--- config.mk ---
export PLATFORM = sky130hd
export DESIGN_NAME = obstacle_field_control
export DESIGN_NICKNAME = d
export VERILOG_FILES = /design/src/rtl/obstacle_pkg.sv /design/src/rtl/obstacle_lfsr.sv /design/src/rtl/obstacle_field_control.sv
export SDC_FILE = /design/constraint.sdc
export NUM_CORES = 1
export LEC_CHECK = 0
export CORE_ASPECT_RATIO = 1.25
export CORE_MARGIN = 3
export CORE_UTILIZATION = 55
export DETAILED_ROUTE_END_ITERATION = 6
export PLACE_DENSITY = 0.86
export SLEW_MARGIN = 25
export SYNTH_ARGS = -nofsm -noshare
export SYNTH_HDL_FRONTEND = slang
export SYNTH_HIERARCHICAL = 1
export SYNTH_SLANG_ARGS = --single-unit
--- constraint.sdc ---
create_clock -name clk -period 8.2 [get_ports clk]
set_input_delay 1.64 -clock clk [delete_from_list [all_inputs] [get_ports clk]]
set_output_delay 1.64 -clock clk [all_outputs]
set_load 0.01 [all_outputs]
--- src/rtl/obstacle_pkg.sv ---
// Shared types and constants for the multi-slot obstacle field.
package obstacle_pkg;

  localparam int COORD_W = 10;
  localparam int SPEED_W = 5;
  localparam int SCORE_W = 16;
  localparam int LFSR_W  = 16;

  localparam int SCREEN_W_DEF = 640;
  localparam int SCREEN_H_DEF = 480;

  // Right-shifting Galois form of x^16+x^14+x^13+x^11
  localparam logic [LFSR_W-1:0] LFSR_TAPS = 16'hB400;

  localparam logic [COORD_W-1:0] RESET_X = 10'd300;

  typedef enum logic {
    S_IDLE    = 1'b0,
    S_FALLING = 1'b1
  } slot_state_e;

  function automatic logic [COORD_W-1:0] fold_x(
    input logic [COORD_W-1:0] v,
    input logic [COORD_W-1:0] xmax
  );
    return (v > xmax) ? (v - xmax - 10'd1) : v;
  endfunction

endpackage

--- src/rtl/obstacle_lfsr.sv ---
// 16-bit Galois LFSR stepping on enable, with the folded X spawn position.
module obstacle_lfsr
  import obstacle_pkg::*;
#(
  parameter logic [LFSR_W-1:0] SEED = 16'hACE1,
  parameter int                XMAX = 610
) (
  input  logic               clk,
  input  logic               rst,
  input  logic               en_i,
  output logic [LFSR_W-1:0]  state_o,
  output logic [COORD_W-1:0] xpos_o
);

  logic [LFSR_W-1:0] lfsr_q, lfsr_d;

  always_comb begin
    lfsr_d = lfsr_q;
    if (en_i) begin
      lfsr_d = lfsr_q[0] ? ((lfsr_q >> 1) ^ LFSR_TAPS)
                         : (lfsr_q >> 1);
    end
  end

  always_ff @(posedge clk or posedge rst) begin
    if (rst) lfsr_q <= SEED;
    else     lfsr_q <= lfsr_d;
  end

  assign state_o = lfsr_q;
  assign xpos_o  = fold_x(lfsr_q[COORD_W-1:0], COORD_W'(XMAX));

endmodule

--- src/rtl/obstacle_field_control.sv ---
// NUM_OBS falling-obstacle slots with spawn timer, collision capture, dodge count.
// Optional speed ramp enabled by defining OBSTACLE_SPEEDUP_EN.
module obstacle_field_control
  import obstacle_pkg::*;
#(
  parameter int          NUM_OBS     = 4,
  parameter int          OBS_W       = 30,
  parameter int          OBS_H       = 30,
  parameter int          SCREEN_W    = SCREEN_W_DEF,
  parameter int          SCREEN_H    = SCREEN_H_DEF,
  parameter int          BASE_SPEED  = 8,
  parameter int          MAX_SPEED   = 16,
  parameter int          RAMP_DODGES = 8,
  parameter int          SPAWN_GAP   = 20,
  parameter logic [15:0] LFSR_SEED   = 16'hACE1
) (
  input  logic                       clk,
  input  logic                       rst,
  input  logic                       game_en,
  input  logic [NUM_OBS-1:0]         collision,
  output logic [COORD_W*NUM_OBS-1:0] obs_x_flat,
  output logic [COORD_W*NUM_OBS-1:0] obs_y_flat,
  output logic [NUM_OBS-1:0]         obs_active,
  output logic [COORD_W-1:0]         obstacle_width,
  output logic [COORD_W-1:0]         obstacle_height,
  output logic [SPEED_W-1:0]         speed,
  output logic                       dodged_pulse,
  output logic [SCORE_W-1:0]         dodged_count
);

  localparam int XMAX = SCREEN_W - OBS_W;
  localparam logic [COORD_W:0] Y_LIM = (COORD_W+1)'(SCREEN_H - OBS_H);
  localparam int TW = (SPAWN_GAP > 1) ? $clog2(SPAWN_GAP) : 1;
  localparam logic [TW-1:0] T_LAST = TW'(SPAWN_GAP - 1);

  if (XMAX < 511) begin : g_xmax_chk
    $error("SCREEN_W - OBS_W must be at least 511");
  end
  if (LFSR_SEED == 16'h0) begin : g_seed_chk
    $error("LFSR_SEED must be nonzero");
  end
  if (NUM_OBS < 1 || NUM_OBS > 8 || SPAWN_GAP < 1) begin : g_size_chk
    $error("NUM_OBS must be 1..8 and SPAWN_GAP at least 1");
  end
  if (RAMP_DODGES < 1 || MAX_SPEED < BASE_SPEED ||
      MAX_SPEED > 31) begin : g_ramp_chk
    $error("bad speed ramp parameters");
  end

  slot_state_e                      st_q [NUM_OBS];
  slot_state_e                      st_d [NUM_OBS];
  logic [NUM_OBS-1:0][COORD_W-1:0]  x_q, x_d;
  logic [NUM_OBS-1:0][COORD_W-1:0]  y_q, y_d;
  logic [NUM_OBS-1:0]               hit_q, hit_d;
  logic [NUM_OBS-1:0]               dodge;
  logic [TW-1:0]                    tmr_q, tmr_d;
  logic [SCORE_W-1:0]               cnt_q, cnt_d;
  logic                             pulse_q, pulse_d;
  logic [3:0]                       ndodge;
  logic [SCORE_W:0]                 csum;
  logic [COORD_W:0]                 ysum;
  logic                             spawn;
  logic                             found;
  logic [COORD_W-1:0]               xpos;
  logic [15:0]                      lfsr_unused;

  obstacle_lfsr #(
    .SEED (LFSR_SEED),
    .XMAX (XMAX)
  ) u_lfsr (
    .clk     (clk),
    .rst     (rst),
    .en_i    (game_en),
    .state_o (lfsr_unused),
    .xpos_o  (xpos)
  );

  always_comb begin
    st_d   = st_q;
    x_d    = x_q;
    y_d    = y_q;
    hit_d  = hit_q;
    tmr_d  = tmr_q;
    dodge  = '0;
    ndodge = '0;
    ysum   = '0;
    found  = 1'b0;
    spawn  = game_en && (tmr_q == T_LAST);

    for (int i = 0; i < NUM_OBS; i++) begin
      if (st_q[i] == S_FALLING && collision[i]) hit_d[i] = 1'b1;
    end

    if (game_en) begin
      tmr_d = (tmr_q == T_LAST) ? '0 : tmr_q + TW'(1);
      for (int i = 0; i < NUM_OBS; i++) begin
        ysum = {1'b0, y_q[i]} + {{(COORD_W+1-SPEED_W){1'b0}}, speed};
        if (st_q[i] == S_FALLING) begin
          if (hit_q[i] || collision[i]) begin
            st_d[i]  = S_IDLE;
            hit_d[i] = 1'b0;
          end else if (ysum > Y_LIM) begin
            st_d[i]  = S_IDLE;
            hit_d[i] = 1'b0;
            dodge[i] = 1'b1;
          end else begin
            y_d[i] = ysum[COORD_W-1:0];
          end
        end
      end
    end

    // Only slots idle at the start of the tick are spawn candidates
    for (int i = 0; i < NUM_OBS; i++) begin
      if (spawn && !found && st_q[i] == S_IDLE) begin
        found    = 1'b1;
        st_d[i]  = S_FALLING;
        x_d[i]   = xpos;
        y_d[i]   = '0;
        hit_d[i] = 1'b0;
      end
    end

    for (int i = 0; i < NUM_OBS; i++) begin
      ndodge = ndodge + {3'b0, dodge[i]};
    end
    csum    = {1'b0, cnt_q} + {{(SCORE_W-3){1'b0}}, ndodge};
    cnt_d   = csum[SCORE_W] ? '1 : csum[SCORE_W-1:0];
    pulse_d = |dodge;
  end

  always_ff @(posedge clk or posedge rst) begin
    if (rst) begin
      for (int i = 0; i < NUM_OBS; i++) st_q[i] <= S_IDLE;
      x_q     <= {NUM_OBS{RESET_X}};
      y_q     <= '0;
      hit_q   <= '0;
      tmr_q   <= '0;
      cnt_q   <= '0;
      pulse_q <= 1'b0;
    end else begin
      st_q    <= st_d;
      x_q     <= x_d;
      y_q     <= y_d;
      hit_q   <= hit_d;
      tmr_q   <= tmr_d;
      cnt_q   <= cnt_d;
      pulse_q <= pulse_d;
    end
  end

`ifdef OBSTACLE_SPEEDUP_EN
  logic [SPEED_W-1:0] spd_q, spd_d;
  logic [15:0]        ramp_q, ramp_d, rsum;

  always_comb begin
    spd_d  = spd_q;
    ramp_d = ramp_q;
    rsum   = ramp_q + {12'b0, ndodge};
    if (game_en) begin
      if (rsum >= 16'(RAMP_DODGES)) begin
        // At most one speed step per tick, however many dodges landed
        ramp_d = rsum - 16'(RAMP_DODGES);
        if (ramp_d >= 16'(RAMP_DODGES)) ramp_d = 16'(RAMP_DODGES - 1);
        if (spd_q < SPEED_W'(MAX_SPEED)) spd_d = spd_q + SPEED_W'(1);
      end else begin
        ramp_d = rsum;
      end
    end
  end

  always_ff @(posedge clk or posedge rst) begin
    if (rst) begin
      spd_q  <= SPEED_W'(BASE_SPEED);
      ramp_q <= '0;
    end else begin
      spd_q  <= spd_d;
      ramp_q <= ramp_d;
    end
  end

  assign speed = spd_q;
`else
  assign speed = SPEED_W'(BASE_SPEED);
`endif

  for (genvar g = 0; g < NUM_OBS; g++) begin : g_act
    assign obs_active[g] = (st_q[g] == S_FALLING);
  end

  assign obs_x_flat      = x_q;
  assign obs_y_flat      = y_q;
  assign obstacle_width  = COORD_W'(OBS_W);
  assign obstacle_height = COORD_W'(OBS_H);
  assign dodged_pulse    = pulse_q;
  assign dodged_count    = cnt_q;

endmodule

* Word level (Yosys, flattened, before mapping)
Cells that the tools add are included.
Word-level totals: register bits 126, word-level logic and storage cells 154
Operators by class: $add $sub $neg 11, magnitude comparators 5, equal/unequal tests 9, multiplexer cells 75, bitwise logic cells 5, reductions and logical operators 32
Operator list (count):
- two-way mux 10 bit | 17
- two-way mux 1 bit | 51
- adder 10 x 4 -> 11 bit (second input constant) | 4
- greater-than comparator 11 x 9 -> 1 bit (second input constant) | 4
- two-way mux 40 bit | 1
- two-way mux 16 bit | 2
- adder 16 x 4 -> 17 bit | 1
- != test 2 x 1 -> 1 bit (second input constant) | 8
- AND reduction 4 bit | 4
- nonzero test 2 bit | 8
- logical AND 1 bit | 12
- two-way mux 4 bit | 3
- greater-than comparator 10 bit (second input constant) | 1
- subtractor 10 x 1 -> 10 bit (second input constant) | 1
- subtractor 10 bit (second input constant) | 1
- adder 5 x 1 -> 5 bit (second input constant) | 1
- == test 5 bit (second input constant) | 1
- two-way mux 5 bit | 1
- adder 3 x 1 -> 4 bit | 1
- logical OR 1 bit | 4
- inverter 1 bit | 4
- inverter 3 -> 4 bit | 1
- OR reduction 4 bit | 1
- adder 2 x 1 -> 3 bit | 1
- 2 further kinds | 4

* Depth between registers and ports, before layout
Gate-level depths: netlist of the first run.
word-level depth 17, gate-level depth with buffers 17

* Cells and area by module
Netlist of the first run, hierarchy kept.
Modules (own cells, without submodules):
- obstacle_field_control | times used 1, cells each 507, area an instance 5073.6 um2, seq. area each 2472.4 um2
- obstacle_lfsr | times used 1, cells each 89, area an instance 918.4 um2, seq. area each 410.4 um2

* Worst setup path after synthesis of the first run
Ideal clock, no wire load.
path type input to register, start in game_en, end reg cnt_q[10] (netlist: dodged_count[10]), arrival 4.577 ns, data required time 8.066 ns, setup slack 3.489 ns, stages 14, buffers on the path 2, cells stage by stage buf_1 -> nand3_1 -> nand2b_1 -> fa_1 -> inv_1 -> fa_1 -> fa_1 -> nand2_1 -> nor3_1 -> nand2_1 -> nor2_1 -> nand3_1 -> clkbuf_1 -> nand2_1
On the way: word-level cells in the longest chain between the ends 6
Ends and longest elaborated chain:
- start: declaration | RTL line obstacle_field_control.sv:19 | input logic game_en,
- two-way mux 4 bit * | RTL line obstacle_field_control.sv:94 | if (game_en) begin
- adder 1 x 1 -> 2 bit | RTL line obstacle_field_control.sv:125 | ndodge = ndodge + {3'b0, dodge[i]};
- adder 2 x 1 -> 3 bit | RTL line obstacle_field_control.sv:125
- adder 3 x 1 -> 4 bit * | RTL line obstacle_field_control.sv:125
- adder 16 x 4 -> 17 bit * | RTL line obstacle_field_control.sv:127 | csum = {1'b0, cnt_q} + {{(SCORE_W-3){1'b0}}, ndodge};
- two-way mux 16 bit * | RTL line obstacle_field_control.sv:128 | cnt_d = csum[SCORE_W] ? '1 : csum[SCORE_W-1:0];
- named net cnt_d[10] | RTL line obstacle_field_control.sv:57 | logic [SCORE_W-1:0] cnt_q, cnt_d;
- end signal: assignment | RTL line obstacle_field_control.sv:147 | cnt_q <= cnt_d;
- end: declaration | RTL line obstacle_field_control.sv:57
Mark *: on every way through the listed nets, which the timed path passes. The rest lies on a longest branch. A chain may end at the register's enable or synchronous reset.

* Final worst setup path of the first run
start in game_en, end reg cnt_q[2] (netlist: dodged_count[2])
Same word-level chain as after synthesis.

==> run summary, run 1 <==
## Synthesis
* 10.1 sq um — synthesized area per cell
* 114 — number of synthesized register bits
* 1.00 — Synth async-reset ratio
* 65 — distinct cell type count after synthesis
* sky130_fd_sc_hd__dfrtp_1 — ys flop type
* 596 — cell count after synthesis
* 5990 sq um — post-synthesis cell area
* 6 — synth warn
* 0.481 — sequential area share after synthesis
* 0 — EDFF count, synth

## Placed design
* 0.866 — Routability Congestion
* 95 — number of buffers added on ports
* 6900 sq um — cell area after placement
* 9.68 mm — DPL Wire Length

## Detailed routing
* 0 — drc violations
* 16.4 um — Wirelength per Cell
* 13.8 mm — Detailed Route WL
* 207 — violation count after the first detailed-routing iteration
* 0 — remaining antenna violation count after routing
* 5.50 — average via count per standard cell
* 4608 — vias
* 4 — DRT Pass-1 Iters

## Critical path
* primary input — Critical Path Start Type
* 8.53 ns — Worst Path Required
* 3.99 ns — worst reg-to-reg setup slack
* 0.46 ns — Largest stage delay, worst path
* register — CP endpoint kind
* in2reg — critical path type
* 5.68 ns — Arr. time, crit path
* 36 — Crit Path Max Fanout
* sky130_fd_sc_hd__clkdlybuf4s50_1 — crit path max-delay cell type
* 15 — number of cell instances on the worst register-to-register path
* sky130_fd_sc_hd__nand2_1 — most frequent cell on the critical path
* clkdlybuf4s50_1 > buf_4 > inv_1 > nor4_1 > nand2_1 > fa_1 > inv_1 > fa_1 > fa_1 > nand2_1 > nor3_1 > nand2_1 > nor2_1 > nand3_1 > nand2_1 — cells along the critical path

## Power and ir drop
* 2.00 mW — Power, Total
* 264 nW/um^2 — pwr dens
* 1.41 mW — cell internal pwr
* 0.296 — net switching share of the total power
* 0.233 mV — Max IR drop VDD
* 0.399 — Clk network pwr share
* 0.391 — share of total power in sequential cells
* 590 uW — total net switching power
* 0.211 — Comb pwr share
* 3.48 nW — static leakage

## Hold path
* 2 — hold path cells
* reg2reg — Worst Hold Class

## Timing
* 0.653 — Final period util
* 0.00744 ns — Worst Clk Skew
* 0.458 ns — final worst hold slack
* 0 — total count of hold-check failures in the final report
* 0.187 GHz — maximum clock rate
* 0 ns — total negative setup slack
* 0 — Final setup viols
* 0.452 — Slew HR
* 5.35 ns — crit path time final
* 0 — Final Slew Violations
* 0.821 ns — pin slew with the least headroom to its limit
* no — unrepaired setup endpoints after global routing

## Floorplan
* 10600 sq um — Std-Cell Core Area
* 12200 sq um — area of the die
* 123 um — die height
* 0.564 — Initial Util
* 133 — ports placed on the boundary
* 42 — num rows
* 99.4 um — Die Span X

## Global routing
* 0 — total congestion overflow
* 22.6 mm — global-route wire length before repair
* 57 — pin count of the biggest net entering global routing
* 0.236 — global-route usage over all layers
* 0 — number of antenna violations at the first check in global routing
* 4654 — number of global-route vias before repair

## Clocking
* sky130_fd_sc_hd__clkbuf_16 — buffer type at the clock tree root
* yes — TritonCTS clock tree
* 4 — depth of the CTS H-tree
* 2 — buffers from clock root to sink, at most
* 0 — Post-CTS Repair Setup Buffers
* 114 — clock sink count
* 0.41 ns — Clk Latency, worst-skew pair
* 17 — total clock buffers created by CTS
* 0 — hold bufs inserted after CTS
* 0 — PostCTS Resize Cnt
* 0.05 ns — clock-pin slew of the registers on the worst-case setup and hold paths

## Finish
* 7560 sq um — Non-Filler Cell Area, Final
* 0.712 — post-layout util
* 753 — fill count
* 715 — number of nets in the layout
* 0 — antenna diode instance count
* 26.1% — Layout Area Growth over Synthesis
* 0.157 — share of layout cells above drive strength 1

## Run
* 0 — Max-cap violations

## Outcome
* finished clean — run status

-- kinds of logic after synthesis --
group | synth area share
XOR/XNOR | 0.0409
multiplexers | 0.0697
adder cells (fa/ha/maj) | 0.0351
AND/OR/NAND/NOR | 0.192
AO/OA/AOI/OAI | 0.109
other | 0.00125
flip-flops | 0.481
buffers and inverters | 0.0714
-- synth_stat cells (6+ instances only) --
master | n | area, sq um
sky130_fd_sc_hd__a211oi_1 | 8 | 60.1
sky130_fd_sc_hd__a21o_1 | 7 | 52.6
sky130_fd_sc_hd__a21oi_1 | 13 | 65.1
sky130_fd_sc_hd__and3_1 | 8 | 50.1
sky130_fd_sc_hd__buf_2 | 6 | 30.0
sky130_fd_sc_hd__buf_4 | 38 | 285
sky130_fd_sc_hd__clkbuf_1 | 9 | 33.8
sky130_fd_sc_hd__dfrtp_1 | 90 | 2250
sky130_fd_sc_hd__dfstp_2 | 24 | 631
sky130_fd_sc_hd__ha_1 | 12 | 150
sky130_fd_sc_hd__inv_1 | 20 | 75.1
sky130_fd_sc_hd__mux2_2 | 29 | 327
sky130_fd_sc_hd__mux2i_1 | 8 | 80.1
sky130_fd_sc_hd__nand2_1 | 110 | 413
sky130_fd_sc_hd__nand2b_1 | 7 | 43.8
sky130_fd_sc_hd__nand3_1 | 24 | 120
sky130_fd_sc_hd__nor2_1 | 23 | 86.3
sky130_fd_sc_hd__nor2b_1 | 8 | 50.1
sky130_fd_sc_hd__nor3_1 | 7 | 35.0
sky130_fd_sc_hd__o21ai_0 | 27 | 135
sky130_fd_sc_hd__xnor2_1 | 18 | 158
sky130_fd_sc_hd__xor2_1 | 10 | 87.6
-- per-stage QoR --
step	setup slack (ns)	cells
final	2.85	838
after global routing	2.40	838
after CTS	2.87	838
after detailed placement	2.44	806
after global placement	2.64	806
after floorplan	3.49	631
-- path summary, 6_finish.rpt --
kind | end | from
setup / recovery | dodged_count[2] | game_en
hold / removal | obs_x_flat[15] | obs_x_flat[15]
setup reg to reg | dodged_count[2] | obs_y_flat[5]
hold reg to reg | obs_x_flat[15] | obs_x_flat[15]
max in group asynchronous | dodged_count[4] | rst
min in group asynchronous | u_lfsr/state_o[12] | rst
-- power by group through the flow --
stage	clock network, mW	registers, mW	logic, mW
2_1_floorplan	0	0.771	0.264
4_1_cts	0.805	0.779	0.419
3_3_place_gp	0	0.776	0.394
6_report	0.796	0.781	0.421
3_5_place_dp	0	0.783	0.411
5_1_grt	0.831	0.798	0.457
-- routing by layer --
layer	track usage	share of wire	routed length [um]	up-vias
met2	0.395	0.52	7150	144
li1	-	-	-	2171
met5	0	0	0	-
met1	0.277	0.39	5340	2267
met4	0.110	0.023	314	0
met3	0.0728	0.069	956	26
-- cells in the final DEF, fill, tap and decap left out, types with 7 or more instances in the layout --
cell	count
sky130_fd_sc_hd__nand2_1	110
sky130_fd_sc_hd__clkdlybuf4s50_1	95
sky130_fd_sc_hd__dfrtp_1	90
sky130_fd_sc_hd__conb_1	37
sky130_fd_sc_hd__mux2_2	29
sky130_fd_sc_hd__o21ai_0	27
sky130_fd_sc_hd__nand3_1	24
sky130_fd_sc_hd__dfstp_2	24
sky130_fd_sc_hd__nor2_1	21
sky130_fd_sc_hd__inv_1	19
sky130_fd_sc_hd__xnor2_1	18
sky130_fd_sc_hd__clkbuf_16	17
sky130_fd_sc_hd__a21oi_1	13
sky130_fd_sc_hd__ha_1	12
sky130_fd_sc_hd__xor2_1	10
sky130_fd_sc_hd__nor2b_1	8
sky130_fd_sc_hd__a211oi_1	8
sky130_fd_sc_hd__mux2i_1	8
sky130_fd_sc_hd__and3_1	8
sky130_fd_sc_hd__nor3_1	7
sky130_fd_sc_hd__nand2b_1	7
sky130_fd_sc_hd__a21o_1	7
-- critical path, delay by kind of cell --
family	cells	cell delay, ns
and+or+nand+nor	8	2.06
buffers and inverters	4	1.09
adders and majority gates	3	0.88
-- state kept, by name, summed over array words and instances (netlist names) --
| register | cells |
|---|---|
| obs_active | 4 |
| hit_q | 4 |
| obs_y_flat | 28 |
| u_lfsr/state_o | 16 |
| dodged_pulse | 1 |
| tmr_q | 5 |
| obs_x_flat | 40 |
| dodged_count | 16 |
-- area by class of cell --
cell class	instances	area, sq um	area share
clock inverter	9	150	0.0199
timing repair buffer	97	966	0.128
inverter	20	76.3	0.0101
clock buffer	23	498	0.0659
tap	132	165	0.0219
multi-input combinational	443	2820	0.373
sequential	114	2880	0.382
Note: power is estimated with default switching activity, not from simulation.
==> run 2, diff against run 1 <==
--- a/config.mk
+++ b/config.mk
@@ -7,9 +7,9 @@
 export LEC_CHECK = 0
 export CORE_ASPECT_RATIO = 1.25
 export CORE_MARGIN = 3
-export CORE_UTILIZATION = 55
+export CORE_UTILIZATION = 51
 export DETAILED_ROUTE_END_ITERATION = 6
-export PLACE_DENSITY = 0.86
+export PLACE_DENSITY = 0.81
 export SLEW_MARGIN = 25
 export SYNTH_ARGS = -nofsm -noshare
 export SYNTH_HDL_FRONTEND = slang
==> constraint.sdc (replaced) <==
create_clock -name clk -period 5.6 [get_ports clk]
set_input_delay 1.12 -clock clk [delete_from_list [all_inputs] [get_ports clk]]
set_output_delay 1.12 -clock clk [all_outputs]
set_load 0.01 [all_outputs]
==> run 2 against run 1 <==
Compared with the run above:
- the run now ends with design-rule violations left
- setup slack worse by 2.1 ns
- power is 39% higher
- cell area decreased by 0.96%
- sequential power rose by 46%
- count of clock-buffer cells in the layout is 4 higher
- clock power rose by 28%
- register-to-register slack lost 2.7 ns
- die area increased by 7.4%
- sequential cell count unchanged
- cell count increased by 0.60%
- critical endpoint is now dodged_count[0]
- largest cell class unchanged
==> run summary, run 2 (synthesis gave the netlist of run 1 again) <==
## Power and ir drop
* 0.365 — Clk network pwr share, -0.034
* 0.411 — share of total power in sequential cells, +0.020
* 0.312 — net switching share of the total power, +0.0162
* 0.224 — Comb pwr share, +0.013
* 0.311 mV — Max IR drop VDD, +34%
* 2.78 mW — Power, Total, +39%
* 372 nW/um^2 — pwr dens, +41%
* 3.45 nW — static leakage, -0.97%
* 868 uW — total net switching power, +47%
* 1.92 mW — cell internal pwr, +36%

## Critical path
* dodged_count[0] — FF-to-FF End
* game_en — startpoint of the most critical setup path
* 5.93 ns — Worst Path Required, -2.60 ns
* 14 — Crit Path Max Fanout, -61%
* 16 — number of cell instances on the worst register-to-register path, +1
* register — CP endpoint kind
* 5.14 ns — Arr. time, crit path, -0.54 ns
* obs_y_flat[3] — startpoint of the lowest-slack register-to-register path
* dodged_count[0] — Setup crit end
* in2reg — critical path type
* primary input — Critical Path Start Type
* 1.30 ns — worst reg-to-reg setup slack, -2.69 ns

## Floorplan
* 133 — ports placed on the boundary, unchanged
* 43 — num rows, +2.4%
* 0.530 — Initial Util, -0.0341
* 13100 sq um — area of the die, +7.4%
* 11300 sq um — Std-Cell Core Area, +6.4%
* 103 um — Die Span X, +3.6%
* 127 um — die height, +3.7%

## Timing
* 0.792 ns — pin slew with the least headroom to its limit, -0.0286 ns
* 0.859 — Final period util
* 0.0112 ns — Worst Clk Skew, +0.00374 ns
* 0 — Final Slew Violations, unchanged
* 0 — Final setup viols, unchanged
* 0.470 — Slew HR, +0.0179
* 0 ns — total negative setup slack, unchanged
* no — unrepaired setup endpoints after global routing
* 0.460 ns — final worst hold slack, +0.00178 ns
* 0.789 ns — final setup slack of the worst path, -2.06 ns
* 0.208 GHz — maximum clock rate
* 0 — total count of hold-check failures in the final report, unchanged
* 4.81 ns — crit path time final

## Global routing
* 4696 — number of global-route vias before repair, +0.90%
* 0.377 — GR Util met2, -0.0183
* 0.0776 — met3 usage, +0.00478
* 57 — pin count of the biggest net entering global routing, unchanged
* 0.271 — met1 capacity usage during global routing, -0.00533
* met2 — most utilized layer in the global route result
* 0 — number of antenna violations at the first check in global routing, unchanged
* 0.227 — global-route usage over all layers, -0.00854
* 0 — total congestion overflow, unchanged
* 23.2 mm — global-route wire length before repair, +2.7%

## Placed design
* 9.99 mm — DPL Wire Length, +3.2%
* 95 — number of buffers added on ports, unchanged
* 0.851 — Routability Congestion, -1.7%
* 811 — Placed Instances, +0.62%
* 6920 sq um — cell area after placement, +0.31%
* 0.411 ns — DP Worst Slack, -2.03 ns

## Clocking
* 0 — Post-CTS Repair Setup Buffers, unchanged
* 0.41 ns — Clk Latency, worst-skew pair, about the same
* 17 — total clock buffers created by CTS, unchanged
* 0 — PostCTS Resize Cnt, unchanged
* 0.05 ns — clock-pin slew of the registers on the worst-case setup and hold paths, about the same
* 0 — hold bufs inserted after CTS, unchanged
* sky130_fd_sc_hd__clkbuf_16 — buffer type at the clock tree root
* 2 — buffers from clock root to sink, at most, unchanged
* yes — TritonCTS clock tree
* 4 — depth of the CTS H-tree, unchanged
* 114 — clock sink count, unchanged

## Detailed routing
* 17.1 um — Wirelength per Cell, +4.1%
* 22 — drc violations, +22
* 7 — DRT Pass-1 Iters, +3
* 4678 — vias, +1.5%
* 14.4 mm — Detailed Route WL, +4.8%
* 0 — remaining antenna violation count after routing, unchanged
* 266 — violation count after the first detailed-routing iteration, +29%
* 5.55 — average via count per standard cell, +0.92%

## Finish
* 24.9% — Layout Area Growth over Synthesis
* 0 — antenna diode instance count, unchanged
* sky130_fd_sc_hd__nand2_1 — commonest non-fill, non-tap cell in the layout
* 0.662 — post-layout util, -0.0495
* 717 — number of nets in the layout, +0.28%
* 40 — max reg flops, unchanged
* 110 x sky130_fd_sc_hd__nand2_1, 95 x sky130_fd_sc_hd__clkdlybuf4s50_1, 90 x sky130_fd_sc_hd__dfrtp_1 — highest-count cells in the layout ignoring fill and taps
* 7480 sq um — Non-Filler Cell Area, Final, -0.96%
* 0.153 — share of layout cells above drive strength 1, -0.00468
* 843 — non-filler cells, final, +0.60%

## Outcome
* finished with violations — run status
* design-rule violations — violated checks

## Run
* 0 — Max-cap violations, unchanged

## Hold path
* reg2reg — Worst Hold Class
* 2 — hold path cells, unchanged

-- run 2: worst min path at each step --
stage	slack [ns]	end	from
after floorplan	0.46	obs_x_flat[12]	obs_x_flat[12]
after global placement	0.44	obs_x_flat[2]	obs_x_flat[2]
after detailed placement	0.45	obs_x_flat[13]	obs_x_flat[13]
after CTS	0.46	obs_x_flat[13]	obs_x_flat[13]
after global routing	0.48	obs_x_flat[13]	obs_x_flat[13]
final	0.46	obs_x_flat[18]	obs_x_flat[18]
-- run 2: metal layers --
layer	part of all wire	wire length, um	vias up
li1	-	-	2167
met1	0.40	5810	2300
met2	0.50	7200	177
met3	0.073	1060	34
met4	0.024	343	0
met5	0	0	-
-- run 2: cell type report --
cell class | count | area, sq um
well taps | 135 | 169
repair buffers | 99 | 981
fillers | 860 | 3810
inverters | 20 | 77.6
clock inverters | 5 | 52.6
flip-flops and latches | 114 | 2880
multi-input cells | 443 | 2820
clock buffers | 27 | 503
-- run 2: worst max-delay path, cell delays in order --
cell,delay [ns]
sky130_fd_sc_hd__clkdlybuf4s50_1,0.53
sky130_fd_sc_hd__buf_4,0.23
sky130_fd_sc_hd__inv_1,0.13
sky130_fd_sc_hd__nor4_1,0.39
sky130_fd_sc_hd__nand2_1,0.16
sky130_fd_sc_hd__fa_1,0.45
sky130_fd_sc_hd__inv_1,0.09
sky130_fd_sc_hd__fa_1,0.24
sky130_fd_sc_hd__fa_1,0.29
sky130_fd_sc_hd__nand2_1,0.10
sky130_fd_sc_hd__nor3_1,0.38
sky130_fd_sc_hd__nand2_1,0.12
sky130_fd_sc_hd__nor2_1,0.25
sky130_fd_sc_hd__nand3_1,0.44
sky130_fd_sc_hd__nand2b_1,0.21
-- run 2: power by group through the flow --
stage / Combinational [mW] / Clock (mW) / Sequential [mW]
global route: 0.675 / 1.07 / 1.16
finish: 0.624 / 1.02 / 1.14
floorplan: 0.386 / 0 / 1.13
global placement: 0.584 / 0 / 1.14
detailed placement: 0.610 / 0 / 1.15
CTS: 0.617 / 1.03 / 1.14
==> run 3, diff against run 2 <==
==> constraint.sdc (replaced) <==
create_clock -name clk -period 4.8 [get_ports clk]
set_input_delay 0.96 -clock clk [delete_from_list [all_inputs] [get_ports clk]]
set_output_delay 0.96 -clock clk [all_outputs]
set_load 0.01 [all_outputs]
==> run 3 against run 2 <==
Compared with the run above:
- the flow now finishes without violations
- setup slack lost 0.38 ns
- clock skew down 0.0036 ns
- cell count grew 0.24%
- global-route usage is 0.32 points lower
- first-iteration DRC count fell by 19%
- sequential cell count is the same
- non-clock buffer count is 2 higher
==> run summary, run 3 (synthesis gave the netlist of run 1 again) <==
## Clocking
* 0 — PostCTS Resize Cnt, unchanged
* 0.05 ns — clock-pin slew of the registers on the worst-case setup and hold paths, about the same
* 4 — depth of the CTS H-tree, unchanged
* 0.41 ns — Clk Latency, worst-skew pair, about the same
* 2 — buffers from clock root to sink, at most, unchanged
* 0 — hold bufs inserted after CTS, unchanged
* yes — TritonCTS clock tree
* sky130_fd_sc_hd__clkbuf_16 — buffer type at the clock tree root
* 0 — Post-CTS Repair Setup Buffers, unchanged
* 17 — total clock buffers created by CTS, unchanged
* 114 — clock sink count, unchanged

## Finish
* 25.9% — Layout Area Growth over Synthesis
* 869 — fill count, +1.0%
* 7540 sq um — Non-Filler Cell Area, Final, +0.80%
* 845 — non-filler cells, final, +0.24%
* 0.156 — share of layout cells above drive strength 1, +0.00380
* 0 — antenna diode instance count, unchanged
* 110 x sky130_fd_sc_hd__nand2_1, 95 x sky130_fd_sc_hd__clkdlybuf4s50_1, 90 x sky130_fd_sc_hd__dfrtp_1 — highest-count cells in the layout ignoring fill and taps
* 40 — max reg flops, unchanged
* 719 — number of nets in the layout, +0.28%
* sky130_fd_sc_hd__nand2_1 — commonest non-fill, non-tap cell in the layout
* 0.668 — post-layout util, +0.00531

## Detailed routing
* 0 — drc violations, -100%
* 14.1 mm — Detailed Route WL, -2.1%
* 16.7 um — Wirelength per Cell, -2.4%
* 0 — remaining antenna violation count after routing, unchanged
* 215 — violation count after the first detailed-routing iteration, -19%
* 5 — DRT Pass-1 Iters, -2
* 5.50 — average via count per standard cell, -0.96%
* 4644 — vias, -0.73%

## Timing
* no — unrepaired setup endpoints after global routing
* 0 — Final Slew Violations, unchanged
* 0.915 — Final period util
* 4.39 ns — crit path time final
* 0.228 GHz — maximum clock rate
* 0 — total count of hold-check failures in the final report, unchanged
* 0 — Final setup viols, unchanged
* 0.947 ns — pin slew with the least headroom to its limit, +0.155 ns
* 0.455 ns — final worst hold slack, -0.00486 ns
* 0.364 — Slew HR, -0.106
* 0.00761 ns — Worst Clk Skew, -0.00356 ns

## Power and ir drop
* 3.34 mW — Power, Total, +20%
* 3.48 nW — static leakage, +0.95%
* 443 nW/um^2 — pwr dens, +19%
* 0.350 mV — Max IR drop VDD, +13%

## Floorplan
* 11300 sq um — Std-Cell Core Area, unchanged
* 133 — ports placed on the boundary, unchanged
* 13100 sq um — area of the die, unchanged
* 103 um — Die Span X, unchanged
* 0.530 — Initial Util, unchanged
* 43 — num rows, unchanged
* 127 um — die height, unchanged

## Global routing
* 0 — total congestion overflow, unchanged
* 0.224 — global-route usage over all layers, -0.00324
* 40 — pin count of the biggest net entering global routing, -30%
* 0 — number of antenna violations at the first check in global routing, unchanged
* 4569 — number of global-route vias before repair, -2.7%
* 23.0 mm — global-route wire length before repair, -1.1%

## Placed design
* 813 — Placed Instances, +0.25%
* 0.865 — Routability Congestion, +1.7%
* 6940 sq um — cell area after placement, +0.18%
* 9.71 mm — DPL Wire Length, -2.8%
* 95 — number of buffers added on ports, unchanged

## Outcome
* finished clean — run status

## Critical path
* 13 — Crit Path Max Fanout, -1
* 0.55 ns — Largest stage delay, worst path, +0.02 ns
* simple AND/OR/NAND/NOR gates — cell type group with the largest total delay on the critical path
* primary input — Critical Path Start Type
* 0.55 ns — worst reg-to-reg setup slack, -0.75 ns
* sky130_fd_sc_hd__clkdlybuf4s50_1 — crit path max-delay cell type
* in2reg — critical path type
* clkdlybuf4s50_1 > inv_1 > nor4_1 > nand2_1 > fa_1 > inv_1 > fa_1 > fa_1 > nand2_1 > nor3_1 > nand2_1 > nor2_1 > nand3_1 > nand2b_1 — cells along the critical path
* register — CP endpoint kind
* 5.13 ns — Worst Path Required, -0.80 ns
* 4.72 ns — Arr. time, crit path, -0.42 ns
* 3 — count of buffering cells on the critical path with inverters included, -1

## Run
* 0 — Max-cap violations, unchanged

## Hold path
* reg2reg — Worst Hold Class

==> run 3: layout make-up <==
cell class              count  area, sq um  share of cell area
inverters                  20         76.3              0.0101
clock inverters             9          129              0.0171
multi-input cells         443         2810               0.373
flip-flops and latches    114         2880               0.382
repair buffers            101          996               0.132
well taps                 135          169              0.0224
clock buffers              23          478              0.0634
==> run 3: final timing paths <==
path / cells after the start / from / end
min in group asynchronous: 2 / rst / u_lfsr/state_o[14]
worst max-delay path: 14 / game_en / dodged_count[0]
max in group asynchronous: 3 / rst / obs_x_flat[32]
worst min-delay path: 2 / obs_x_flat[2] / obs_x_flat[2]
worst min register to register: 2 / obs_x_flat[2] / obs_x_flat[2]
worst max register to register: 15 / obs_y_flat[5] / dodged_count[0]
==> run 3: worst reg2reg max path, cell delays in order (launching register included) <==
cell                       delay [ns]
sky130_fd_sc_hd__dfrtp_1         0.48
sky130_fd_sc_hd__nand3_1         0.16
sky130_fd_sc_hd__or2_2           0.31
sky130_fd_sc_hd__a21bo_2         0.22
sky130_fd_sc_hd__o21ai_2         0.28
sky130_fd_sc_hd__nand2b_1        0.19
sky130_fd_sc_hd__fa_1            0.48
sky130_fd_sc_hd__inv_1           0.09
sky130_fd_sc_hd__fa_1            0.21
sky130_fd_sc_hd__fa_1            0.24
sky130_fd_sc_hd__nand2_1         0.09
sky130_fd_sc_hd__nor3_1          0.39
sky130_fd_sc_hd__nand2_1         0.13
sky130_fd_sc_hd__nor2_1          0.26
sky130_fd_sc_hd__nand3_1         0.43
sky130_fd_sc_hd__nand2b_1        0.20
==> run 3: where the power goes <==
part           switching (mW)  internal (mW)
clock network           0.422          0.854
logic                   0.416          0.317
registers               0.175           1.15
total                    1.01           2.33
==> run 3: through the flow <==
step	setup slack, ns	TNS (ns)
after global routing	0.0309	0
after global placement	0.194	0
after detailed placement	-0.00111	-0.00111
after floorplan	0.769	0
final	0.410	0
after CTS	0.430	0
==> run 3: metal layers <==
layer | wire length (um) | share of wire | GRT usage
met1 | 5650 | 0.40 | 0.282
met2 | 7130 | 0.51 | 0.355
met3 | 1060 | 0.075 | 0.0781
met4 | 254 | 0.018 | 0.0823
met5 | 0 | 0 | 0
